**src/rtl/pb_stopwatch_ctrl.sv**
```systemverilog
// ============================================================================
//  Module      : pb_stopwatch_ctrl
//  Description : Push-button stopwatch controller. Turns the debounced button
//                level into a press pulse, classifies presses as short or
//                long, and runs a two-digit BCD seconds counter (00-59).
//                Short press toggles run/pause; long press clears and stops.
//  Revision    : 1.0 - initial release
// ============================================================================
`default_nettype none

module pb_stopwatch_ctrl #(
    parameter int LONG_CYCLES = 200,
    parameter int HOLD_W      = 8
) (
    input  logic       clk,
    input  logic       rst_n,
    input  logic       pb_debounced,
    input  logic       tick_en,
    output logic       one_pulse,
    output logic       long_press,
    output logic       running,
    output logic [3:0] sec_tens,
    output logic [3:0] sec_ones
);

    typedef enum logic [0:0] {
        ST_STOP = 1'b0,
        ST_RUN  = 1'b1
    } state_t;

    localparam logic [HOLD_W-1:0] C_LONG    = HOLD_W'(LONG_CYCLES);
    localparam logic [HOLD_W-1:0] C_LONG_M1 = HOLD_W'(LONG_CYCLES - 1);
    localparam logic [HOLD_W-1:0] C_ONE     = HOLD_W'(1);

    state_t            r_state;
    logic              r_pb_q;
    logic [HOLD_W-1:0] r_hold_cnt;
    logic              r_long_done;
    logic              r_one_pulse;
    logic              r_long_press;
    logic [3:0]        r_sec_tens;
    logic [3:0]        r_sec_ones;

    logic              w_rise;
    logic              w_fall;
    logic              w_long_evt;
    logic              w_short;
    logic              w_advance;

    assign w_rise     = pb_debounced & ~r_pb_q;
    assign w_fall     = ~pb_debounced & r_pb_q;
    // The hold counter only passes LONG-1 -> LONG once per press, because it
    // saturates, so this fires a single time however long the button is held.
    assign w_long_evt = pb_debounced & (r_hold_cnt == C_LONG_M1);
    // A release that ends a long press must not also count as a short press.
    assign w_short    = w_fall & ~r_long_done;
    // The state before this edge decides whether a tick counts.
    assign w_advance  = (r_state == ST_RUN) & tick_en;

    // Button edge tracking, saturating hold counter and long-press latch
    always_ff @(posedge clk or negedge rst_n) begin
        if (!rst_n) begin
            r_pb_q      <= 1'b0;
            r_hold_cnt  <= '0;
            r_long_done <= 1'b0;
        end else begin
            r_pb_q <= pb_debounced;
            if (!pb_debounced) begin
                r_hold_cnt <= '0;
            end else if (r_hold_cnt != C_LONG) begin
                r_hold_cnt <= r_hold_cnt + C_ONE;
            end
            if (w_long_evt) begin
                r_long_done <= 1'b1;
            end else if (w_fall) begin
                r_long_done <= 1'b0;
            end
        end
    end

    // Run/stop FSM, BCD seconds counter and registered pulse outputs
    always_ff @(posedge clk or negedge rst_n) begin
        if (!rst_n) begin
            r_state      <= ST_STOP;
            r_one_pulse  <= 1'b0;
            r_long_press <= 1'b0;
            r_sec_tens   <= 4'd0;
            r_sec_ones   <= 4'd0;
        end else begin
            r_one_pulse  <= w_rise;
            r_long_press <= w_long_evt;
            if (w_long_evt) begin
                // Long press wins over any toggle or tick on the same edge
                r_state    <= ST_STOP;
                r_sec_tens <= 4'd0;
                r_sec_ones <= 4'd0;
            end else begin
                if (w_advance) begin
                    if (r_sec_ones == 4'd9) begin
                        r_sec_ones <= 4'd0;
                        if (r_sec_tens == 4'd5) begin
                            r_sec_tens <= 4'd0;
                        end else begin
                            r_sec_tens <= r_sec_tens + 4'd1;
                        end
                    end else begin
                        r_sec_ones <= r_sec_ones + 4'd1;
                    end
                end
                if (w_short) begin
                    r_state <= (r_state == ST_RUN) ? ST_STOP : ST_RUN;
                end
            end
        end
    end

    assign one_pulse  = r_one_pulse;
    assign long_press = r_long_press;
    assign running    = (r_state == ST_RUN);
    assign sec_tens   = r_sec_tens;
    assign sec_ones   = r_sec_ones;

endmodule

`default_nettype wire

```
**config.mk**
```make
export PLATFORM = sky130hd
export DESIGN_NAME = pb_stopwatch_ctrl
export DESIGN_NICKNAME = d
export VERILOG_FILES = /design/src/rtl/pb_stopwatch_ctrl.sv
export SDC_FILE = /design/constraint.sdc
export NUM_CORES = 1
export LEC_CHECK = 0
export ABC_AREA = 1
export CAP_MARGIN = 20
export CORE_MARGIN = 3
export CORE_UTILIZATION = 40
export CTS_CLUSTER_DIAMETER = 60
export DETAILED_ROUTE_END_ITERATION = 10
export HOLD_SLACK_MARGIN = 0.02
export PLACE_DENSITY = 0.75
export SLEW_MARGIN = 5
export SYNTH_ARGS = -nofsm -noshare
export SYNTH_HDL_FRONTEND = slang
export SYNTH_SLANG_ARGS = --single-unit
```
**constraint.sdc**
```tcl
create_clock -name clk -period 1.32 [get_ports clk]
set_input_delay 0.132 -clock clk [delete_from_list [all_inputs] [get_ports clk]]
set_output_delay 0.132 -clock clk [all_outputs]
set_load 0.005 [all_outputs]
```
==> out/summary.txt, run 1 <==
Outcome: completed
Max Slew Vio Count: 0
Global route total overflow: 0
Share of cells above drive strength 1: 27.2%
CP delay by family, top: flip-flops
Post-synthesis mux area share: 0%
Design Area, Final: 1580 um^2
Synthesized area per cell: 8.00 um^2
DP Area: 1350 um^2
Ports: 15
Gr usage total: 16.9%
Logic pwr share: 45.4%
Slowest cell on the critical path: dfrtp_1
Peak supply drop: 0.988 mV
CP Capture Type: register
Slew @ Worst Pin: 0.311 ns
Via Count: 1069
Core area: 2570 um^2
Post-synthesis compound-gate area fraction: 8.77%
H-Tree Depth: 1
IO Port Bufs: 14
Post-synth top cells: nand2_1, dfrtp_1, inv_1, nor2_1
Non-filler cells, final: 210
Switching pwr: 0.000735 W
HPWL Detailed: 1650 um
Maximum fanout along the worst path: 5
RSZ-0062 raised after global routing: yes
Routed WL per cell: 12.4 um
Reg2reg end: sec_tens[1]
TritonRoute pass-1 iters: 4
Worst-Skew Late Latency: 0.32 ns
CTS clk-pin slew, worst paths: 0.13 ns
CP Data Arrival Time: 1.50 ns
Setup TNS: 0 ns
Reg2reg setup slack: 0.04 ns
Hold Buf Count CTS: 0
Switching share of power: 36.1%
Critical path, cell by cell: buf_4, inv_2, ha_4, nand2_4, o211ai_1, nand2_1
Die area: 3490 um^2
First-pass GRT wire length: 4460 um
DP Worst Slack: -0.0989 ns
Final Skew: 0.0201 ns
Root Driver: clkbuf_4
Largest net degree at the start of global routing: 22
Pwr per Cell Area: 1290 nW/um^2
Post-synth EDFFs: 0
Clock sinks: 21
Final hold violation count: 0
Crit path largest cell delay: 0.40 ns
# setup viols final: 0
Die span in y: 59.1 um
Period utilization: 97.1%
Post-Syn Instances: 141
Cell area after synthesis: 1130 um^2
Crit path launch type: register
Adder-cell share of the synthesized area: 6.66%
Hold Crit Class: in2async
Synth warnings: 0
Fmax achieved: 780 MHz
Area share of the leading cell type in the synthesized netlist: 46.6%
Clock Tree Buf Depth: 2
Chip Width: 59.1 um
Largest family of logic cells by synthesized area: simple AND/OR/NAND/NOR gates
Crit path kind: reg2reg
Min Tclk post-route: 1.28 ns
Antenna-violating nets left: 0
Req. time, crit path: 1.54 ns
Ys flop type: dfrtp_1
Layout net count: 191
Post-synth ARST share: 100%
Number of inserted diodes: 0
Ranking of synthesized cells by area: dfrtp_1, nand2_1, inv_1
Reg2reg start: sec_ones[1]
Area leader, netlist: dfrtp_1
Net Count, Synth: 151
DR vias/cell: 5.09
DRC: 0
Cell Count Post-Placement: 191
Number of max-cap violations: 0
P_leak: 0.879 nW
Buf+Inv Stages, Crit Path: 2
# rows: 18
Vias in the first global route: 994
Power Internal: 0.00130 W
Starting Density: 43.9%
Final worst slack: 0.0381 ns
Routability Congestion: 0.877
Yosys reg bits: 21
Post-Synth Simple-Gate Area: 27.3%
Reg power frac: 39.2%
Xor/xnor cell area share of the yosys netlist: 2.33%
Initial antenna violation count: 0
Most common cell in the netlist: nand2_1
Post-synthesis sequential area ratio: 46.6%
FF-to-FF path depth: 6
CTS tree: yes
Routed wire length: 2600 um
Cell variety after synth: 18
Synth-to-Final Area Change: 40.0%
DR iter-0 viols: 26
Rel. slew slack: 79.2%
TritonCTS buffer count: 3
Clock power share: 15.3%
area by class of cell:
class | count | area, um^2
clock buffers | 3 | 22.5
multi-input cells | 99 | 608
fillers | 223 | 990
flip-flops and latches | 21 | 531
clock inverters | 1 | 5.00
inverters | 22 | 85.1
well taps | 30 | 37.5
repair buffers | 34 | 289
how the worst max path moves through the flow:
stage	slack, ns	endpoint	depth (start not counted)	startpoint
after floorplan	0.09	sec_tens[0]	7	r_hold_cnt[0]
after global placement	-0.05	sec_ones[3]	8	pb_debounced
after detailed placement	-0.1	sec_ones[3]	8	pb_debounced
after CTS	0.01	sec_ones[0]	7	r_hold_cnt[0]
after global routing	-0.01	sec_tens[2]	7	sec_tens[0]
final	0.04	sec_tens[1]	6	sec_ones[1]
layout by cell type (no fill, tap or decap):
cell / synthesis / final
nand3_2: 0 / 1
a21oi_1: 4 / 4
clkdlybuf4s50_1: 0 / 4
inv_2: 1 / 3
buf_6: 1 / 1
nand2_4: 0 / 3
nor2_4: 0 / 3
nand3b_1: 1 / 1
nor3b_1: 1 / 1
dlygate4sd2_1: 0 / 8
o21ai_0: 8 / 7
ha_4: 0 / 2
dfrtp_2: 0 / 4
clkinv_2: 0 / 1
o211ai_1: 4 / 4
ha_2: 0 / 2
nand3_1: 8 / 7
clkbuf_4: 0 / 3
nand2_2: 3 / 3
nand2_1: 29 / 28
o21ai_4: 0 / 1
buf_4: 0 / 19
nand4_1: 5 / 5
nor3_1: 3 / 3
nor2_1: 21 / 16
o21ai_1: 0 / 1
dfrtp_1: 21 / 17
ha_1: 6 / 2
nor2_2: 0 / 2
dlymetal6s2s_1: 0 / 2
inv_4: 0 / 1
xor2_1: 3 / 3
inv_1: 21 / 18
registers in the layout, summed over array words and instances (netlist names):
signal       flops
r_hold_cnt       8
sec_ones         4
sec_tens         4
long_press       1
one_pulse        1
r_long_done      1
r_pb_q           1
running          1
cells by family after synthesis:
logic type | after synthesis
adders and majority gates | 6
and+or+nand+nor | 71
AOI/OAI and AO/OA | 17
buffers and inverters | 23
xor gates and xnor gates | 3
DFF | 21
timing repair:
item                                    in CTS  in global routing
buffers inserted                            11                  2
pin swaps                                    3                  8
endpoints found under the setup margin      20                 14
gates cloned                                 2                  0
gates resized for setup                     20                 21
metal layers:
layer	vias up	GRT usage [%]	part of all wire [%]	wire (um)
met2	35	28.5	51	1330
met3	6	4.79	6.2	161
met4	0	3.88	1.1	28
met1	496	21.5	42	1080
met5	-	0	0	0
li1	532	-	-	-
stage by stage:
stage	hold slack, ns	total power (W)	utilization, %
final	0.142	0.00203	61.5
after global routing	0.157	0.00218	61.5
after global placement	0.434	0.00145	52.4
after floorplan	-0.164	0.00117	-
after detailed placement	0.445	0.00148	52.4
after CTS	0.148	0.00198	58.2
power by group through the flow:
stage | Clock (W) | Sequential (W) | Combinational, W
after floorplan | 0 | 0.000872 | 0.000301
after global placement | 0 | 0.000883 | 0.000566
after detailed placement | 0 | 0.000892 | 0.000590
after CTS | 0.000331 | 0.000793 | 0.000853
after global routing | 0.000357 | 0.000806 | 0.00102
final | 0.000312 | 0.000798 | 0.000923
No activity file was read; power rests on OpenSTA's default activity.
==> inputs of run 2 (changes only) <==
- CORE_UTILIZATION: 40 -> 35
- PLACE_DENSITY: 0.75 -> 0.69
==> run 2 against run 1 <==
  * Register-to-register slack is essentially flat
  * Clock skew decreased by 0.019 ns
  * Final cell count rose by 4.3%
  * Global-route usage decreased by 4.2 points
  * Critical path depth rose by 2
  * Clock power about the same
  * Sequential share of layout area is 0.32 points higher
  * Sequential cell count stayed put
  * Wire length fell by 5.2%
  * First-iteration DRC count up 38%
  * Cell area is 1.2% lower
  * Via count down 2.5%
  * Highest routed layer unchanged
==> out/summary.txt, run 2 (synthesis gave the netlist of run 1 again) <==
Antenna-violating nets left: 0 (unchanged)
Slew @ Worst Pin: 0.275 ns (-0.0359 ns)
Ports: 15 (unchanged)
Final Skew: 0.00152 ns (-0.0186 ns)
Power Total: 0.00196 W (-3.5%)
Biggest register: r_hold_cnt
HPWL Detailed: 1580 um (-4.4%)
Clock sinks: 21 (unchanged)
Routed WL per cell: 11.3 um (-9.1%)
DP Worst Slack: -0.0960 ns (+0.00290 ns)
H-Tree Depth: 1 (unchanged)
Share of cells above drive strength 1: 23.7% (-3.5 points)
DRC: 0 (unchanged)
Routed wire length: 2460 um (-5.2%)
Die area: 3940 um^2 (+13%)
Final worst slack: 0.0384 ns (+0.000334 ns)
DP Area: 1360 um^2 (+1.1%)
Reg2reg end: sec_tens[3]
Maximum fanout along the worst path: 7 (+2)
Via Count: 1042 (-2.5%)
Peak supply drop: 0.695 mV (-30%)
Die span in y: 62.8 um (+6.2%)
Outcome: completed
TritonRoute pass-1 iters: 5 (+1)
Number of max-cap violations: 0 (unchanged)
Synth-to-Final Area Change: 38.3%
Max FFs per register: 8 (unchanged)
Final hold violation count: 0 (unchanged)
Hold Buf Count CTS: 0 (unchanged)
Max Slew Vio Count: 0 (unchanged)
CTS tree: yes
Hold Crit Class: in2async
Fmax achieved: 780 MHz (about the same)
Routability Congestion: 0.870 (-0.81%)
Number of inserted diodes: 0 (unchanged)
Clock Tree Buf Depth: 2 (unchanged)
Vias in the first global route: 981 (-1.3%)
Min Tclk post-route: 1.28 ns (-0.000333 ns)
FF-to-FF path depth: 8 (+2)
Chip Width: 62.8 um (+6.2%)
Pwr per Cell Area: 1260 nW/um^2 (-2.3%)
Rel. slew slack: 81.7% (+2.4 points)
DR iter-0 viols: 36 (+38%)
Crit path launch type: register
Largest net degree at the start of global routing: 22 (unchanged)
Reg2reg start: r_hold_cnt[1]
# rows: 19 (+1)
TritonCTS buffer count: 3 (unchanged)
Gr usage total: 12.8% (-4.2 points)
# setup viols final: 0 (unchanged)
IO Port Bufs: 14 (unchanged)
Crit path kind: reg2reg
DR vias/cell: 4.76 (-6.5%)
Commonest non-fill, non-tap cell in the layout: nand2_1
Period utilization: 97.1% (about the same)
Design Area, Final: 1560 um^2 (-1.2%)
Initial antenna violation count: 0 (unchanged)
Global route total overflow: 0 (unchanged)
Layout net count: 188 (-1.6%)
P_leak: 0.896 nW (+1.9%)
Worst-Skew Late Latency: 0.30 ns (-0.02 ns)
RSZ-0062 raised after global routing: yes
First-pass GRT wire length: 4060 um (-9.0%)
CTS clk-pin slew, worst paths: 0.12 ns (about the same)
Starting Density: 38.9% (-5.0 points)
Most frequent cells in the layout: nand2_1, inv_1, dfrtp_1
Core area: 2900 um^2 (+13%)
Reg2reg setup slack: 0.04 ns (about the same)
CP Data Arrival Time: 1.49 ns (about the same)
Root Driver: clkbuf_4
CP Capture Type: register
Req. time, crit path: 1.53 ns (about the same)
run 2: cell types whose count changed in the layout (fill, tap and decap cells not counted), sizes merged:
cell          change
buf               -3
clkbuf            +1
clkinv            -1
dlygate4sd2       -4
dlymetal6s2s      +4
run 2: metrics by stage:
stage          cells  hold slack [ns]  TNS, ns  util, %
3_3_place_gp     203            0.434   -0.277     46.9
3_5_place_dp     203            0.445   -0.506     46.9
5_1_grt          219            0.191   -0.196     53.8
4_1_cts          216            0.165        0     50.1
2_1_floorplan    141           -0.164        0        -
6_report         219            0.158        0     53.8
run 2: critical path, stage by stage, from the launching register on:
cell and delay, ns:
dfrtp_1 0.37, ha_2 0.19, nand2_2 0.07, nor2_4 0.14
nand2_4 0.12, inv_4 0.11, nor2_1 0.05, nand2_1 0.07
nand2_1 0.05
run 2: report_power, final:
group / leakage (nW) / internal, W / switching (W)
Combinational: 0.607 / 0.000418 / 0.000425
Clock: 0.0150 / 0.000118 / 0.000198
Sequential: 0.273 / 0.000741 / 0.0000636
Total: 0.896 / 0.00128 / 0.000686
run 2: metal layers:
metal / share of wire (%) / routed length [um] / vias up / global-route usage (%)
met5: 0 / 0 / - / 0
met4: 1.7 / 41 / 0 / 3.86
met3: 4.1 / 102 / 6 / 3.24
met2: 51 / 1250 / 27 / 22.6
met1: 44 / 1070 / 482 / 15.1
li1: - / - / 527 / -
run 2: worst max path at each step:
| stage | slack, ns | end | cells after the start | from |
|---|---|---|---|---|
| 6_report | 0.04 | sec_tens[3] | 8 | r_hold_cnt[1] |
| 3_3_place_gp | -0.06 | sec_ones[3] | 8 | pb_debounced |
| 4_1_cts | 0.003 | sec_tens[2] | 1 | sec_tens[2] |
| 3_5_place_dp | -0.1 | sec_ones[3] | 8 | pb_debounced |
| 2_1_floorplan | 0.09 | sec_tens[0] | 7 | r_hold_cnt[0] |
| 5_1_grt | -0.06 | sec_tens[3] | 8 | r_hold_cnt[1] |
run 2: repair_timing:
item | CTS | global route
pin swaps | 1 | 9
setup endpoints to repair | 16 | 18
gates resized for setup | 8 | 26
endpoints found under the hold margin | 0 | 0
gates cloned | 1 | 1
setup buffers | 8 | 2
run 2: cell type report:
| type | count | area, um^2 |
|---|---|---|
| well taps | 42 | 52.6 |
| repair buffers | 31 | 278 |
| fillers | 281 | 1340 |
| multi-input cells | 99 | 588 |
| inverters | 22 | 85.1 |
| clock buffers | 4 | 26.3 |
| flip-flops and latches | 21 | 529 |
==> inputs of run 3 (changes only) <==
- CORE_MARGIN: 3 -> 2
- MAX_ROUTING_LAYER: default -> met4
==> run 3 against run 2 <==
  * Fmax fell by 1.2%
  * Register-to-register slack got worse by 0.02 ns
  * Clock power rose by 3%
  * Global-route usage rose by 2.7 points
  * Clock-buffer cell count fell by 1
  * Sequential power fell by 0.7%
  * Critical path type unchanged
  * Combinational power rose by 4.9%
==> out/summary.txt, run 3 (synthesis gave the netlist of run 1 again) <==
Most frequent cells in the layout: nand2_1, buf_4, inv_1
Antenna-violating nets left: 0 (unchanged)
H-Tree Depth: 1 (unchanged)
CP Capture Type: register
Initial antenna violation count: 0 (unchanged)
# rows: 20 (+1)
Crit path launch: r_hold_cnt[1]
Worst-Skew Late Latency: 0.32 ns (+0.02 ns)
Routed WL per cell: 11.4 um (+1.5%)
Hold Crit Class: in2async
Core area: 3050 um^2 (+5.3%)
Reg2reg end: r_hold_cnt[6]
Ports: 15 (unchanged)
Critical path endpoint: r_hold_cnt[6]
# setup viols final: 0 (unchanged)
DRC: 0 (unchanged)
Biggest register: r_hold_cnt
HPWL Detailed: 1540 um (-2.8%)
Routability Congestion: 0.869 (-0.13%)
Largest net degree at the start of global routing: 22 (unchanged)
CTS tree: yes
Chip Width: 60.8 um (-3.2%)
Die span in y: 60.8 um (-3.2%)
Reg2reg setup slack: 0.02 ns (-0.02 ns)
Worst hold slack: 0.150 ns (-0.00827 ns)
DR vias/cell: 4.69 (-1.4%)
CP Data Arrival Time: 1.54 ns (+0.05 ns)
Root Driver: clkbuf_4
Vias in the first global route: 984 (+0.31%)
Number of max-cap violations: 0 (unchanged)
Number of inserted diodes: 0 (unchanged)
Outcome: completed
TritonCTS buffer count: 3 (unchanged)
Rel. slew slack: 81.1% (-0.60 points)
P_leak: 0.874 nW (-2.5%)
Max Slew Vio Count: 0 (unchanged)
Power Total: 0.00201 W (+2.2%)
Crit path launch type: register
FF-to-FF path depth: 6 (-2)
Routed wire length: 2560 um (+3.8%)
Min Tclk post-route: 1.30 ns (+0.0153 ns)
CTS clk-pin slew, worst paths: 0.12 ns (about the same)
Req. time, crit path: 1.56 ns (+0.03 ns)
Via Count: 1051 (+0.86%)
Clock Tree Buf Depth: 2 (unchanged)
Pwr per Cell Area: 1260 nW/um^2 (+0.23%)
Max FFs per register: 8 (unchanged)
Commonest non-fill, non-tap cell in the layout: nand2_1
Gr usage total: 15.4% (+2.7 points)
Fmax achieved: 771 MHz (-1.2%)
Maximum fanout along the worst path: 4 (-3)
TritonRoute pass-1 iters: 4 (-1)
RSZ-0062 raised after global routing: yes
IO Port Bufs: 14 (unchanged)
Global route total overflow: 0 (unchanged)
Final hold violation count: 0 (unchanged)
Crit path kind: reg2reg
DR iter-0 viols: 41 (+14%)
Layout net count: 191 (+1.6%)
Clock sinks: 21 (unchanged)
Die area: 3690 um^2 (-6.3%)
Peak supply drop: 0.681 mV (-2.0%)
Share of cells above drive strength 1: 29.4% (+5.7 points)
Reg2reg start: r_hold_cnt[1]
First-pass GRT wire length: 4100 um (+0.84%)
Synth-to-Final Area Change: 41.1%
Slew @ Worst Pin: 0.283 ns (+0.00824 ns)
Period utilization: 98.2% (+1.2 points)
Final Skew: 0.00789 ns (+0.00637 ns)
Starting Density: 36.9% (-1.9 points)
run 3: layer usage:
metal	global-route usage [%]	vias to the layer above	part of all wire (%)	routed length [um]
met2	26.4	24	51	1320
met4	2.80	0	0.63	16
li1	-	535	-	-
met3	4.48	4	4.3	111
met5	-	-	0	0
met1	18.2	488	44	1110
run 3: how the worst min path moves through the flow:
| stage | from | end | cells past startpoint |
|---|---|---|---|
| finish | rst_n | sec_tens[0] | 2 |
| global route | rst_n | sec_tens[0] | 2 |
| CTS | rst_n | sec_tens[0] | 2 |
| detailed placement | r_pb_q | one_pulse | 1 |
| global placement | r_pb_q | one_pulse | 1 |
| floorplan | rst_n | long_press | 0 |
run 3: cell type report:
| type | instances | area (um^2) |
|---|---|---|
| fill | 291 | 1460 |
| multi-input combinational | 98 | 602 |
| sequential | 21 | 532 |
| timing repair buffer | 35 | 292 |
| inverter | 22 | 82.6 |
| tap | 44 | 55.1 |
| clock buffer | 3 | 22.5 |
| clock inverter | 1 | 5.00 |
run 3: critical path: stages, from the launching register on:
cell and delay [ns]:
dfrtp_1 0.38, ha_2 0.19, nand2_2 0.08, buf_4 0.16
nor2_2 0.12, a21oi_1 0.10, nor3_2 0.20
run 3: repair_timing:
| item | in CTS | in global routing |
|---|---|---|
| resized for setup | 14 | 27 |
| pin swaps | 1 | 8 |
| endpoints found under the setup margin | 14 | 13 |
| hold buffers | 0 | 0 |
| buffers inserted | 10 | 3 |
| cloned | 0 | 1 |
run 3: stage by stage:
stage               worst slack, ns  util [%]  area, um^2  instances  setup TNS, ns
finish                       0.0231      52.1        1590        224              0
global route                -0.0808      52.1        1590        224         -0.326
CTS                         0.00513      48.2        1470        220              0
detailed placement          -0.0941      44.9        1370        206         -0.388
global placement            -0.0567      44.9        1370        206         -0.251
floorplan                    0.0911         -        1130        141              0
run 3: report_power, final:
group          internal, W  total (W)  switching, W
Sequential        0.000746   0.000798     0.0000524
Combinational     0.000434   0.000884      0.000450
Clock             0.000114   0.000324      0.000211
Total              0.00129    0.00201      0.000714
